File: config.mk
export PLATFORM = sky130hd
export DESIGN_NAME = tach_window_controller
export DESIGN_NICKNAME = d
export VERILOG_FILES = /design/src/rtl/tach_pkg.sv /design/src/rtl/sync_bit.sv /design/src/rtl/tach_window_controller.sv
export SDC_FILE = /design/constraint.sdc
export NUM_CORES = 1
export LEC_CHECK = 0
export BUFFER_PORTS_ARGS = -buffer_cell sky130_fd_sc_hd__buf_2
export CORE_ASPECT_RATIO = 1.5
export CORE_UTILIZATION = 51
export DETAILED_ROUTE_END_ITERATION = 8
export PLACE_DENSITY = 0.72
export REMOVE_ABC_BUFFERS = 1
export SETUP_SLACK_MARGIN = 0.05
export SLEW_MARGIN = 20
export SYNTH_ARGS = -nofsm -noshare
export SYNTH_HDL_FRONTEND = slang
export SYNTH_SLANG_ARGS = --single-unit
File: constraint.sdc
create_clock -name clk -period 3.8 [get_ports clk]
set_input_delay 0.38 -clock clk [delete_from_list [all_inputs] [get_ports clk]]
set_output_delay 0.38 -clock clk [all_outputs]
set_load 0.1 [all_outputs]
File: src/rtl/tach_pkg.sv
// rtl/tach_pkg.sv - shared types and widths for the tachometer window sequencer
package tach_pkg;

    typedef enum logic [2:0] {
        IDLE,
        CLEAR,
        COUNT,
        CLOSE,
        SETTLE,
        REPORT
    } tach_state_t;

    localparam int TACH_SETTLE_CYCLES = 2;
    localparam int TACH_COUNT_W       = 32;
    localparam int TACH_SCALE_W       = 16;

endpackage

File: src/rtl/sync_bit.sv
// rtl/sync_bit.sv - single-bit multi-flop synchroniser into the clk domain
module sync_bit #(
    parameter int STAGES = 2
) (
    input  logic clk,
    input  logic rst_n,
    input  logic d,
    output logic q
);

    logic [STAGES-1:0] chain;

    always_ff @(posedge clk or negedge rst_n) begin
        if (!rst_n) begin
            chain <= '0;
        end else begin
            chain <= {chain[STAGES-2:0], d};
        end
    end

    assign q = chain[STAGES-1];

endmodule

File: src/rtl/tach_window_controller.sv
// rtl/tach_window_controller.sv - gate-window sequencer, capture and RPM scaling for the pulse tachometer
module tach_window_controller
    import tach_pkg::*;
#(
    parameter int                      WINDOW_CYCLES  = 5_000_000,
    parameter int                      TIMEOUT_CYCLES = 10_000_000,
    parameter logic [TACH_SCALE_W-1:0] RPM_SCALE      = 16'd400,
    parameter int                      SYNC_STAGES    = 2
) (
    input  logic                    clk,
    input  logic                    system_reset,
    input  logic                    enable,
    output logic                    timer_reset,
    output logic                    timer_on,
    input  logic                    tachometer_ready,
    input  logic [TACH_COUNT_W-1:0] tach_count,
    output logic                    sample_valid,
    input  logic                    sample_ready,
    output logic [TACH_COUNT_W-1:0] pulse_count,
    output logic [TACH_COUNT_W-1:0] rpm,
    output logic                    stalled
);

    localparam int MAX_LOAD = (WINDOW_CYCLES > TIMEOUT_CYCLES) ? WINDOW_CYCLES : TIMEOUT_CYCLES;
    localparam int CNT_W    = $clog2(MAX_LOAD + 1);
    localparam int PROD_W   = TACH_COUNT_W + TACH_SCALE_W;

    localparam logic [PROD_W-1:0] SCALE_EXT = {{TACH_COUNT_W{1'b0}}, RPM_SCALE};

    tach_state_t        state, state_d;
    logic [CNT_W-1:0]   cnt, cnt_d;
    logic               ready_sync;
    logic               capture, timeout;
    logic [PROD_W-1:0]  product;
    logic [TACH_COUNT_W-1:0] rpm_next;

    sync_bit #(
        .STAGES(SYNC_STAGES)
    ) u_ready_sync (
        .clk  (clk),
        .rst_n(system_reset),
        .d    (tachometer_ready),
        .q    (ready_sync)
    );

    // Every state entry reloads the shared down-counter with that state's budget.
    function automatic logic [CNT_W-1:0] load_for(input tach_state_t s);
        case (s)
            COUNT:        return CNT_W'(WINDOW_CYCLES - 1);
            CLEAR, CLOSE: return CNT_W'(TIMEOUT_CYCLES - 1);
            SETTLE:       return CNT_W'(TACH_SETTLE_CYCLES - 1);
            default:      return '0;
        endcase
    endfunction

    always_comb begin
        state_d = state;
        capture = 1'b0;
        timeout = 1'b0;
        case (state)
            IDLE: begin
                if (enable) state_d = CLEAR;
            end
            CLEAR: begin
                if (!enable) begin
                    state_d = IDLE;
                end else if (ready_sync) begin
                    state_d = COUNT;
                end else if (cnt == '0) begin
                    timeout = 1'b1;
                    state_d = REPORT;
                end
            end
            COUNT: begin
                if (!enable) begin
                    state_d = IDLE;
                end else if (cnt == '0) begin
                    state_d = CLOSE;
                end
            end
            CLOSE: begin
                if (!enable) begin
                    state_d = IDLE;
                end else if (!ready_sync) begin
                    state_d = SETTLE;
                end else if (cnt == '0) begin
                    timeout = 1'b1;
                    state_d = REPORT;
                end
            end
            SETTLE: begin
                if (!enable) begin
                    state_d = IDLE;
                end else if (cnt == '0) begin
                    capture = 1'b1;
                    state_d = REPORT;
                end
            end
            REPORT: begin
                if (sample_valid && sample_ready) state_d = enable ? CLEAR : IDLE;
            end
            default: state_d = IDLE;
        endcase

        cnt_d = cnt;
        if (state_d != state) begin
            cnt_d = load_for(state_d);
        end else if (cnt != '0) begin
            cnt_d = cnt - 1'b1;
        end
    end

    assign product  = {{TACH_SCALE_W{1'b0}}, tach_count} * SCALE_EXT;
    assign rpm_next = (|product[PROD_W-1:TACH_COUNT_W]) ? '1 : product[TACH_COUNT_W-1:0];

    // Control outputs are registered from the next state so they align with the state register.
    always_ff @(posedge clk or negedge system_reset) begin
        if (!system_reset) begin
            state        <= IDLE;
            cnt          <= '0;
            timer_reset  <= 1'b1;
            timer_on     <= 1'b0;
            sample_valid <= 1'b0;
        end else begin
            state        <= state_d;
            cnt          <= cnt_d;
            timer_reset  <= (state_d == IDLE) || (state_d == CLEAR);
            timer_on     <= (state_d == COUNT);
            sample_valid <= (state_d == REPORT);
        end
    end

    always_ff @(posedge clk or negedge system_reset) begin
        if (!system_reset) begin
            pulse_count <= '0;
            rpm         <= '0;
            stalled     <= 1'b0;
        end else if (capture) begin
            pulse_count <= tach_count;
            rpm         <= rpm_next;
            stalled     <= 1'b0;
        end else if (timeout) begin
            pulse_count <= '0;
            rpm         <= '0;
            stalled     <= 1'b1;
        end
    end

endmodule

==> impl_results.md <==
* Final instance area at 0.0114 sq mm
* DRT iter0 DRCs at around 620
* Most frequent cell after synthesis: nand2_1
* Flip-flop and latch count after synthesis at between 90 and 100
* Syn avg cell area at 8.66 sq um
* FF-to-FF Start: cnt[10]$_DFFE_PN0P_
* Fin. Hold Viols at 0
* Synth Cell Area at 0.00770 sq mm
* Core Util, Final at 77.5%
* Cells after Synth at between 800 and 900
* Worst-Margin Slew at about 770 ps
* Area Overhead vs Synth at 47.5%
* Failing checks: negative setup slack
* Slew Limit Headroom at 48.2%
* Wire length of the first global-routing pass at 34200 um
* Max Freq at between 200 and 300 MHz
* Die width at 102 um
* Clk root buf: clkbuf_16
* Vias per cell at 6.03
* Register-to-Register Path Depth at 10
* Post-placement cell area at 0.00939 sq mm
* Overall routed net length at ~27000 um
* Largest net degree at the start of global routing at 45
* CP startpoint kind: input pin
* Max_cap viols at 0
* Setup CP Type: input pin to register
* Post-synth top cells: nand2_1 (107), ha_1 (101), inv_1 (99)
* Critical Path RT at 4010 ps
* Drt first pass iters at 8
* Hold worst-path end: u_ready_sync.chain[0]$_DFF_PN0_
* Gpl congestion at ~0.94
* Fin crit period at 3940 ps
* # diodes at 0
* IO Pins at ~110
* Clock transition at path regs at 80 ps
* Die area at 0.0156 sq mm
* Combinational share of power at between 60 and 70%
* P_sw at 2580 uW
* Final-report setup violation count at 29
* WP data arrival at roughly 4200 ps
* Hold path depth at 1
* Starting Density at 52.5%
* RSZ-0062 raised after global routing: yes
* Synth area leader: dfrtp_1
* Clock power frac at 17.0%
* Dpl hpwl at 15800 um
* Post-synth EDFFs at 0
* Initial antenna violation count at 0
* Residual DRC at 0
* CTS Sinks at 94
* Register area share after synthesis at 30.6%
* R2r setup slk at 170 ps
* Final-stage net count at 1293
* Hold path startpoint: tachometer_ready
* CTS H-Tree Depth at 3
* Gr ovfl total at 0
* Post-synthesis async set-or-reset flop share at 100%
* FF-to-FF End: rpm[15]$_DFFE_PN0P_
* Die H at 153 um
* Yosys cell types at between 60 and 70
* VDD IR-drop max at about 0.27 mV
* GRT Resource Usage Total at 27.7%
* Layout cell share with drive strength beyond 1 at 39.1%
* Remaining antenna violation count at 0
* Hold/Removal Path Class: input pin to register
* Area contributors post-synth: dfrtp_1 (30%), ha_1 (16%), fa_1 (7.0%)
* Clk_skew at between 9 and 10 ps
* Port buffer count at between 100 and 150
* Ys flop type: dfrtp_1
* Internal power at 3220 uW
* Rows at 54
* Net Sw Frac at 44.5%
* Vias in the first global route at 7258
* CTS max path bufs at 2
* Setup WS post-layout at -143 ps
* CTS tree: built
* Yosys top cell area share at 30.2%
* Pwr dens at 511 mW/mm^2
* Via count at 8020
* TritonCTS buffer count at 9
* CORE AREA at 0.0147 sq mm
* Leak at around 0.0052 uW
* Sequential share of power at 21.3%
* Avg WL per Cell at just over 20 um
* Max Transition Viols Final at 0
* CP Max Fanout at 7
* Worst-Skew Late Latency at 350 ps
* Critical path endpoint category: register
* Synth warn at 0
* Run status: complete, but fails checks
* Period utilization at 104%
layer usage:
| layer | vias up | share of wire, % | global-route usage [%] |
|---|---|---|---|
| li1 | 3577 | - | - |
| met1 | 3896 | 35 | 31.3 |
| met2 | 414 | 54 | 52.9 |
| met3 | 133 | 5.8 | 2.94 |
| met4 | 0 | 5.6 | 8.23 |
| met5 | - | 0 | 0 |
placed cells by master (no fill, tap or decap), types with 4 or more instances in the layout:
master	n
a211oi_2	4
a21o_1	12
a21oi_1	57
a21oi_2	12
a31oi_1	27
and2_1	4
and3_1	7
buf_2	84
buf_4	155
buf_6	18
clkbuf_16	14
dfrtp_1	93
fa_1	27
ha_1	37
ha_4	63
inv_1	87
inv_2	12
nand2_1	99
nand2_2	6
nand2b_1	4
nand3_1	9
nand4_1	9
nor2_1	43
nor3_1	18
nor4_1	4
o21a_1	5
o21ai_0	56
o21ai_1	9
o21ai_2	7
o31ai_1	4
or3_1	6
or4_1	4
xnor2_1	30
xor2_1	15
flip-flops by register name, summed over array words and instances, names as in the netlist, 2 cells and up:
name and count:
rpm 29, state 3, u_ready_sync.chain 2, cnt 24
pulse_count 32
how the worst max path moves through the flow:
stage / from / end / slack [ps] / cells after the start
final: tach_count[6] / rpm[15]$_DFFE_PN0P_ / -140 / 15
after global routing: tach_count[6] / rpm[27]$_DFFE_PN0P_ / -190 / 15
after CTS: tach_count[25] / rpm[5]$_DFFE_PN0P_ / -40 / 16
after detailed placement: tach_count[4] / rpm[5]$_DFFE_PN0P_ / -530 / 14
after global placement: tach_count[4] / rpm[22]$_DFFE_PN0P_ / -440 / 14
after floorplan: tach_count[4] / rpm[22]$_DFFE_PN0P_ / -3200 / 12
critical path, stage by stage:
cell	delay [ps]
buf_2	170
ha_4	220
ha_1	330
fa_1	560
ha_4	340
nand2_1	90
or3_4	390
a21oi_4	210
o21ai_4	90
a31o_4	230
a211o_1	290
a2111oi_4	360
buf_6	200
clkbuf_16	170
a31oi_1	110
final cells by class:
type / count / area, sq um
Multi-Input combinational cell: 655 / 6070
Fill cell: 909 / 3310
Sequential cell: 94 / 2350
Timing Repair Buffer: 269 / 2000
Inverter: 99 / 372
Tap cell: 196 / 245
Clock buffer: 10 / 239
Clock inverter: 6 / 77.6
power groups by stage:
| stage | Sequential (uW) | Clock [uW] | Combinational [uW] |
|---|---|---|---|
| after floorplan | 1540 | 0 | 1340 |
| after global placement | 1250 | 0 | 2640 |
| after detailed placement | 1250 | 0 | 2670 |
| after CTS | 1230 | 992 | 2750 |
| after global routing | 1260 | 1030 | 3800 |
| final | 1240 | 985 | 3580 |
repair_timing:
item | in CTS | in global routing
hold endpoints to repair | 29 | 0
setup endpoints to repair | 29 | 29
buffers inserted | 5 | 14
pin swaps | 2 | 83
hold buffers | 1 | 0
gates resized for setup | 19 | 211
cloned | 0 | 7
through the flow:
step                      TNS, ps  power [uW]  hold slack [ps]  cells  setup WS [ps]
after global routing        -4400        6090              138   1329           -190
after detailed placement   -14530        3920              336   1288           -531
after global placement     -12640        3890              332   1288           -443
after floorplan           -160020        2880             84.4    848          -3200
after CTS                    -304        4970              137   1310          -38.4
final                       -2980        5800              138   1329           -143
logic make-up after synthesis:
family	Yosys count	synth area share, %
compound gates	235	18.4
fa+ha+maj	130	23.7
flops	94	30.6
simple gates	243	14.7
xor+xnor	45	5.12
buf+inv	140	7.21
mux	2	0.292
Power figures use the tool's default switching activity.
